`config.mk`:
```
export PLATFORM = sky130hd
export DESIGN_NAME = lfsr_gen
export DESIGN_NICKNAME = d
export VERILOG_FILES = /design/src/rtl/lfsr_gen.sv
export SDC_FILE = /design/constraint.sdc
export NUM_CORES = 1
export LEC_CHECK = 0
export CORE_MARGIN = 2
export CORE_UTILIZATION = 45
export DETAILED_ROUTE_END_ITERATION = 6
export PLACE_DENSITY = 0.7
export SLEW_MARGIN = 20
export SYNTH_ARGS = -nofsm -noshare
export SYNTH_HDL_FRONTEND = slang
export SYNTH_SLANG_ARGS = --single-unit
```
`constraint.sdc`:
```
create_clock -name clk -period 4.2 [get_ports clk]
set_clock_uncertainty 0.1 [all_clocks]
set_input_delay 0.63 -clock clk [delete_from_list [all_inputs] [get_ports clk]]
set_output_delay 0.63 -clock clk [all_outputs]
set_load 0.005 [all_outputs]
```
`src/rtl/lfsr_gen.sv`:
```
// lfsr_gen: parametrised LFSR with runtime Fibonacci/Galois selection,
// seed load, all-zero lock-up recovery and period measurement.
// Everything is registered on clk; rst is synchronous and active-high.
module lfsr_gen #(
  parameter int               WIDTH = 8,
  parameter logic [WIDTH-1:0] FTAPS = 8'hB8,
  parameter logic [WIDTH-1:0] GPOLY = 8'h71,
  parameter logic [WIDTH-1:0] SEED  = 8'h01
) (
  input  logic             clk,
  input  logic             rst,
  input  logic             en,
  input  logic             mode,
  input  logic             load,
  input  logic [WIDTH-1:0] seed_in,
  output logic [WIDTH-1:0] out,
  output logic             bit_out,
  output logic             wrap,
  output logic             lockup,
  output logic [WIDTH-1:0] period,
  output logic             period_vld
);

  localparam logic [WIDTH-1:0] ONE = WIDTH'(1);

  // Reject illegal configurations at elaboration time.
  if (WIDTH < 3 || WIDTH > 32) begin : g_bad_width
    $error("lfsr_gen: WIDTH must be in 3..32");
  end
  if (SEED == '0) begin : g_bad_seed
    $error("lfsr_gen: SEED must be non-zero");
  end

  logic [WIDTH-1:0] state_q, state_d;
  logic [WIDTH-1:0] start_q, start_d;
  logic [WIDTH-1:0] cnt_q, cnt_d;
  logic [WIDTH-1:0] period_q, period_d;
  logic             period_vld_q, period_vld_d;
  logic             wrap_q, wrap_d;
  logic             lockup_q, lockup_d;

  logic             fib_fb;
  logic [WIDTH-1:0] fib_next;
  logic [WIDTH-1:0] gal_next;
  logic [WIDTH-1:0] step_next;

  // Candidate next states for both LFSR forms; mode picks one per step.
  always_comb begin
    fib_fb    = ^(state_q & FTAPS);
    fib_next  = {state_q[WIDTH-2:0], fib_fb};
    gal_next  = {state_q[WIDTH-2:0], 1'b0} ^ ({WIDTH{state_q[WIDTH-1]}} & GPOLY);
    step_next = mode ? gal_next : fib_next;
  end

  // Next-state decode: load beats step; a zero state or zero seed is
  // replaced by SEED and flagged with a lockup pulse instead of a wrap.
  always_comb begin
    state_d      = state_q;
    start_d      = start_q;
    cnt_d        = cnt_q;
    period_d     = period_q;
    period_vld_d = period_vld_q;
    wrap_d       = 1'b0;
    lockup_d     = 1'b0;
    if (load) begin
      if (seed_in == '0) begin
        state_d  = SEED;
        start_d  = SEED;
        lockup_d = 1'b1;
      end else begin
        state_d  = seed_in;
        start_d  = seed_in;
      end
      cnt_d        = '0;
      period_vld_d = 1'b0;
    end else if (en) begin
      if (state_q == '0) begin
        state_d  = SEED;
        lockup_d = 1'b1;
      end else begin
        state_d = step_next;
        cnt_d   = cnt_q + ONE;
        if (step_next == start_q) begin
          wrap_d       = 1'b1;
          period_d     = cnt_q + ONE;
          period_vld_d = 1'b1;
          cnt_d        = '0;
        end
      end
    end
  end

  // State registers with synchronous reset; a reset discards any measurement.
  always_ff @(posedge clk) begin
    if (rst) begin
      state_q      <= SEED;
      start_q      <= SEED;
      cnt_q        <= '0;
      period_q     <= '0;
      period_vld_q <= 1'b0;
      wrap_q       <= 1'b0;
      lockup_q     <= 1'b0;
    end else begin
      state_q      <= state_d;
      start_q      <= start_d;
      cnt_q        <= cnt_d;
      period_q     <= period_d;
      period_vld_q <= period_vld_d;
      wrap_q       <= wrap_d;
      lockup_q     <= lockup_d;
    end
  end

  assign out        = state_q;
  assign bit_out    = state_q[WIDTH-1];
  assign wrap       = wrap_q;
  assign lockup     = lockup_q;
  assign period     = period_q;
  assign period_vld = period_vld_q;

endmodule

```
### Word-level counts from Yosys, hierarchy flattened

Cells that the tools add are included.

| operators by class | value |
|---|---|
| add/subtract/negate cells | 1 |
| $mul | 0 |
| divide/modulo/power cells | 0 |
| magnitude comparators | 0 |
| eq/ne operators | 1 |
| shift operators | 0 |
| mux-type cells | 11 |
| bitwise logic cells | 4 |
| reduce and logical (&&, ||, !) cells | 9 |

Operators by type and width:

| kind | number |
|---|---|
| $mux 8 | 6 |
| $logic_not 8->1 | 2 |
| $add 8x1->8 const B | 1 |
| $eq 8x8->1 | 1 |
| $reduce_xor 8->1 | 1 |
| $xor 8x7->8 | 1 |
| $mux 1 | 5 |
| $reduce_and 4->1 | 1 |
| $reduce_or 4->1 | 1 |
| $not 1->1 | 3 |
| $reduce_and 3->1 | 1 |
| $reduce_and 2->1 | 1 |
| $reduce_bool 2->1 | 1 |
| $reduce_or 2->1 | 1 |

| storage, ports and cells | value |
|---|---|
| register bits | 35 |
| bits in latches | 0 |
| memory bits (writable) | 0 |
| bits in read-only memories | 0 |
| input bits | 13 |
| output and inout bits | 20 |
| word-level logic and storage cells | 33 |
| memories | 0 |

### Depth between registers and ports, before layout

| depth | value |
|---|---|
| depth in word-level cells | 5 |
| depth in mapped cells | 8 |
| gate-level depth less buffers | 7 |

### Worst setup path after synthesis

Ideal clock, no wire load.

| path | value |
|---|---|
| path kind | reg2reg |
| from | register state_q[4], in the netlist out[4] |
| to | register period_q[0], in the netlist period[0] |
| library setup time | 0.121 ns |
| data arrival time | 2.185 ns |
| data required time | 3.979 ns |
| setup slack | 1.794 ns |
| stages on the path, launching flop included | 9 |
| buffers on the path | 1 |
| period minus slack after synthesis | 2.406 ns |
| cell sequence | dfxtp_1 > inv_1 > ha_1 > xnor2_1 > nor2_1 > xor3_1 > or4_4 > buf_6 > mux2_4 |

| between the ends | value |
|---|---|
| longest elaborated chain between the ends | 4 |
| elaborated cells on any way between the ends | 7 |
| classes of those cells | eq/ne (1); mux (1); bitwise (2); reduce/logical (3) |

RTL lines:

| what | line | source |
|---|---|---|
| from (decl) | 34 | `logic [WIDTH-1:0] state_q, state_d;` |
| from (signal assigned) | 104 | `state_q <= state_d;` |
| $reduce_xor 8->1 / $xor 8x7->8 (equally long branches) | 49, 51 |  |
| $mux 8 | 52 | `step_next = mode ? gal_next : fib_next;` |
| $eq 8x8->1 | 83 | `if (step_next == start_q) begin` |
| $reduce_and 4->1 (no source line) (*) | - |  |
| to (signal assigned) | 107 | `period_q <= period_d;` |
| to (decl) | 37 | `logic [WIDTH-1:0] period_q, period_d;` |

Every way passes the cells marked *; elsewhere a longest branch is shown, timed or not.
A chain may end at the register's enable or synchronous reset.

### Final worst setup path

| path | value |
|---|---|
| from | input en |
| to | register cnt_q[4] |

| between the ends | value |
|---|---|
| longest elaborated chain between the ends | 1 |

RTL lines:

| what | line | source |
|---|---|---|
| from (decl) | 12 | `input logic en,` |
| $reduce_and 2->1 (no source line) | - |  |
| to (signal assigned) | 106 | `cnt_q <= cnt_d;` |
| to (decl) | 36 | `logic [WIDTH-1:0] cnt_q, cnt_d;` |

Every way passes these cells.

==> results.tsv <==
metric	value	unit
core_area	0.00394	sq mm
htreeDepth	2	
muxShareOfSynthArea	13.0	%
whs	0.354	ns
max_freq	0.358	GHz
rsz0062_at_grt	no	
max-clock-path-buffers	2	
crit_path_start_kind	input port	
p_seq_share	51.4	%
syn_avg_cell_area	9.21	sq um
insertion_delay	0.29	ns
ys_warn_count	0	
power.density	310	mW/mm^2
p_sw	177	uW
syn_nets	211	
leakage	0.900	nW
place_congestion	0.752	
synth_area	0.00181	sq mm
fin_crit_sh	66.5	%
ant_nets	0	
die_area	0.00453	sq mm
maxSlewHeadroom	37.6	%
layout_min_cycle_time	2.79	ns
wl_per_cell	12.9	um
dieWidth	67.3	um
ctsResizeCount	0	
synthDistinctLibCells	38	
min_path_type	reg -> reg	
pwr-share-clk	33.8	%
p_int	514	uW
grt_pass1_vias	1184	
cp_max_fo	13	
hold_buffers	0	
grt_pass1_wl	5890	um
synth_compound_area_share	5.96	%
setup_viol	0	
synth_seq_cells	35	
drtPass1Iterations	4	
cts_setup_buffers	0	
layout_common_cells	nor2_1, dfxtp_1, clkdlybuf4s50_1	
fin_util	56.6	%
clk_transition_reported_paths	0.06	ns
row_count	23	
overflow	0	
routed_wl	3590	um
crit_required	4.24	ns
cts_tree	built	
fill_cells	373	
sw_frac_of_total	25.6	%
peakVddDrop	189	uV
areaGrowthSynthToFinish	23.6	%
synth-simple-area-share	23.0	%
final_layout_size_suffix_gt1_share	8.77	%
cts_sinks	35	
dp_hpwl	2560	um
drtIter0Drc	68	
synth_top_family_by_area	simple AND/OR/NAND/NOR gates	
synth_xor_area_share	13.8	%
synth_adder_area_share	1.39	%
tightestPinTransition	0.928	ns
grtUsageTotal	17.8	%
ios	33	
crit_type	in -> reg	
drc	0	
hold_violations	0	
dpl_worst_slack	1.08	ns
cts_made_buffers	5	
port_buffers	32	
viasPerCell	5.00	
initial_utilization	45.8	%
diodes	0	
via_count	1389	
setup_tns	0	ns
antenna_found_initial	0	
layout_commonest_cell	nor2_1	
synthCells	196	
grt_start_max_net_pins	30	
rrSetupSlack	1.71	ns
status	finished clean	
root_buffer	clkbuf_8	
placed_cells	270	
ys_seq_area_share	38.8	%
cap_violations	0	
report.final.slew_viol_count	0	
die_height	67.3	um
worst-endpoint-arrival	2.83	ns
pwr-share-comb	14.8	%
nNetsFinal	242	
layout_setup_ws	1.41	ns
critical_path.endpoint_type	register	
instances_no_fill	278	
==> kinds of logic (layout without fill, tap and decap cells) <==
kind of cell    count (synthesis)  count (layout)
simple gates                   83              83
flops                          35              35
xor+xnor                       25              25
mux                            20              20
compound gates                 17              17
buf+inv                        14              46
fa+ha+maj                       2               2
==> cell usage after synthesis <==
| cell | n | area, sq um |
|---|---|---|
| xor2_1 | 14 | 123 |
| mux2_4 | 7 | 105 |
| xnor3_2 | 1 | 23.8 |
| xor3_1 | 1 | 23.8 |
| a21oi_1 | 6 | 30.0 |
| o21ai_0 | 3 | 15.0 |
| nand3b_1 | 1 | 7.51 |
| and3_1 | 3 | 18.8 |
| inv_1 | 3 | 11.3 |
| a31oi_1 | 1 | 6.26 |
| a211oi_1 | 1 | 7.51 |
| and2_1 | 2 | 12.5 |
| nand4b_1 | 1 | 8.76 |
| nor2_1 | 38 | 143 |
| xnor2_1 | 9 | 78.8 |
| a41oi_1 | 1 | 8.76 |
| mux2i_1 | 13 | 130 |
| nand2b_1 | 5 | 31.3 |
| nor4b_1 | 1 | 8.76 |
| a21boi_1 | 2 | 15.0 |
| dfxtp_1 | 35 | 701 |
| buf_6 | 2 | 22.5 |
| a311oi_1 | 2 | 17.5 |
| nand4_1 | 3 | 18.8 |
| nor4_1 | 2 | 12.5 |
| buf_1 | 2 | 7.51 |
| ha_1 | 2 | 25.0 |
| or3_2 | 1 | 7.51 |
| nor3_1 | 5 | 25.0 |
| o31ai_1 | 1 | 7.51 |
| buf_2 | 1 | 5.00 |
| nand3_1 | 3 | 15.0 |
| nor2b_1 | 10 | 62.6 |
| clkbuf_1 | 5 | 18.8 |
| nand2_1 | 6 | 22.5 |
| or4b_2 | 1 | 10.0 |
| buf_4 | 1 | 7.51 |
| or4_4 | 1 | 11.3 |
==> metal layers <==
layer	wire (um)	up-vias	global-route usage, %
li1	-	723	-
met1	1920	637	26.3
met2	1470	22	23.3
met3	116	7	4.33
met4	85	0	9.95
met5	0	-	0
==> critical path: stages <==
cell             delay [ns]
clkdlybuf4s50_1        0.79
a21boi_1               0.22
buf_4                  0.19
nand3_1                0.10
o31ai_1                0.78
nor2_1                 0.12
==> path summary, 6_finish.rpt <==
check,startpoint,to,depth (start not counted)
worst max-delay path,en,cnt_q[4]$_SDFFE_PP0P_,6
worst min-delay path,period_vld$_SDFFE_PP0P_,period_vld$_SDFFE_PP0P_,2
worst max register to register,out[4]$_SDFFE_PP0P_,period[4]$_SDFFE_PP0P_,7
worst min register to register,period_vld$_SDFFE_PP0P_,period_vld$_SDFFE_PP0P_,2
==> flip-flops by register name, indices dropped and copies added (netlist names) <==
name / cells
cnt_q: 8
out: 8
period: 8
start_q: 8
lockup: 1
period_vld: 1
wrap: 1
==> through the flow <==
step,area [sq um],total power [mW]
after global placement,2150,0.465
final,2230,0.691
after global routing,2230,0.726
after floorplan,1810,0.426
after detailed placement,2150,0.465
after CTS,2230,0.696
==> area by class of cell <==
cell class / count / area [sq um] / share of cell area (%)
Tap cell: 50 / 62.6 / 2.80
Inverter: 3 / 11.3 / 0.505
Multi-Input combinational cell: 147 / 1030 / 46.3
Clock inverter: 1 / 5.00 / 0.224
Sequential cell: 35 / 701 / 31.4
Timing Repair Buffer: 35 / 343 / 15.4
Clock buffer: 7 / 76.3 / 3.42
==> power by group through the flow <==
stage / logic (mW) / registers (mW) / clock network (mW)
2_1_floorplan: 0.0654 / 0.360 / 0
6_report: 0.102 / 0.355 / 0.233
3_5_place_dp: 0.102 / 0.363 / 0
4_1_cts: 0.102 / 0.355 / 0.238
3_3_place_gp: 0.102 / 0.363 / 0
5_1_grt: 0.113 / 0.357 / 0.256
Power figures use the tool's default switching activity.
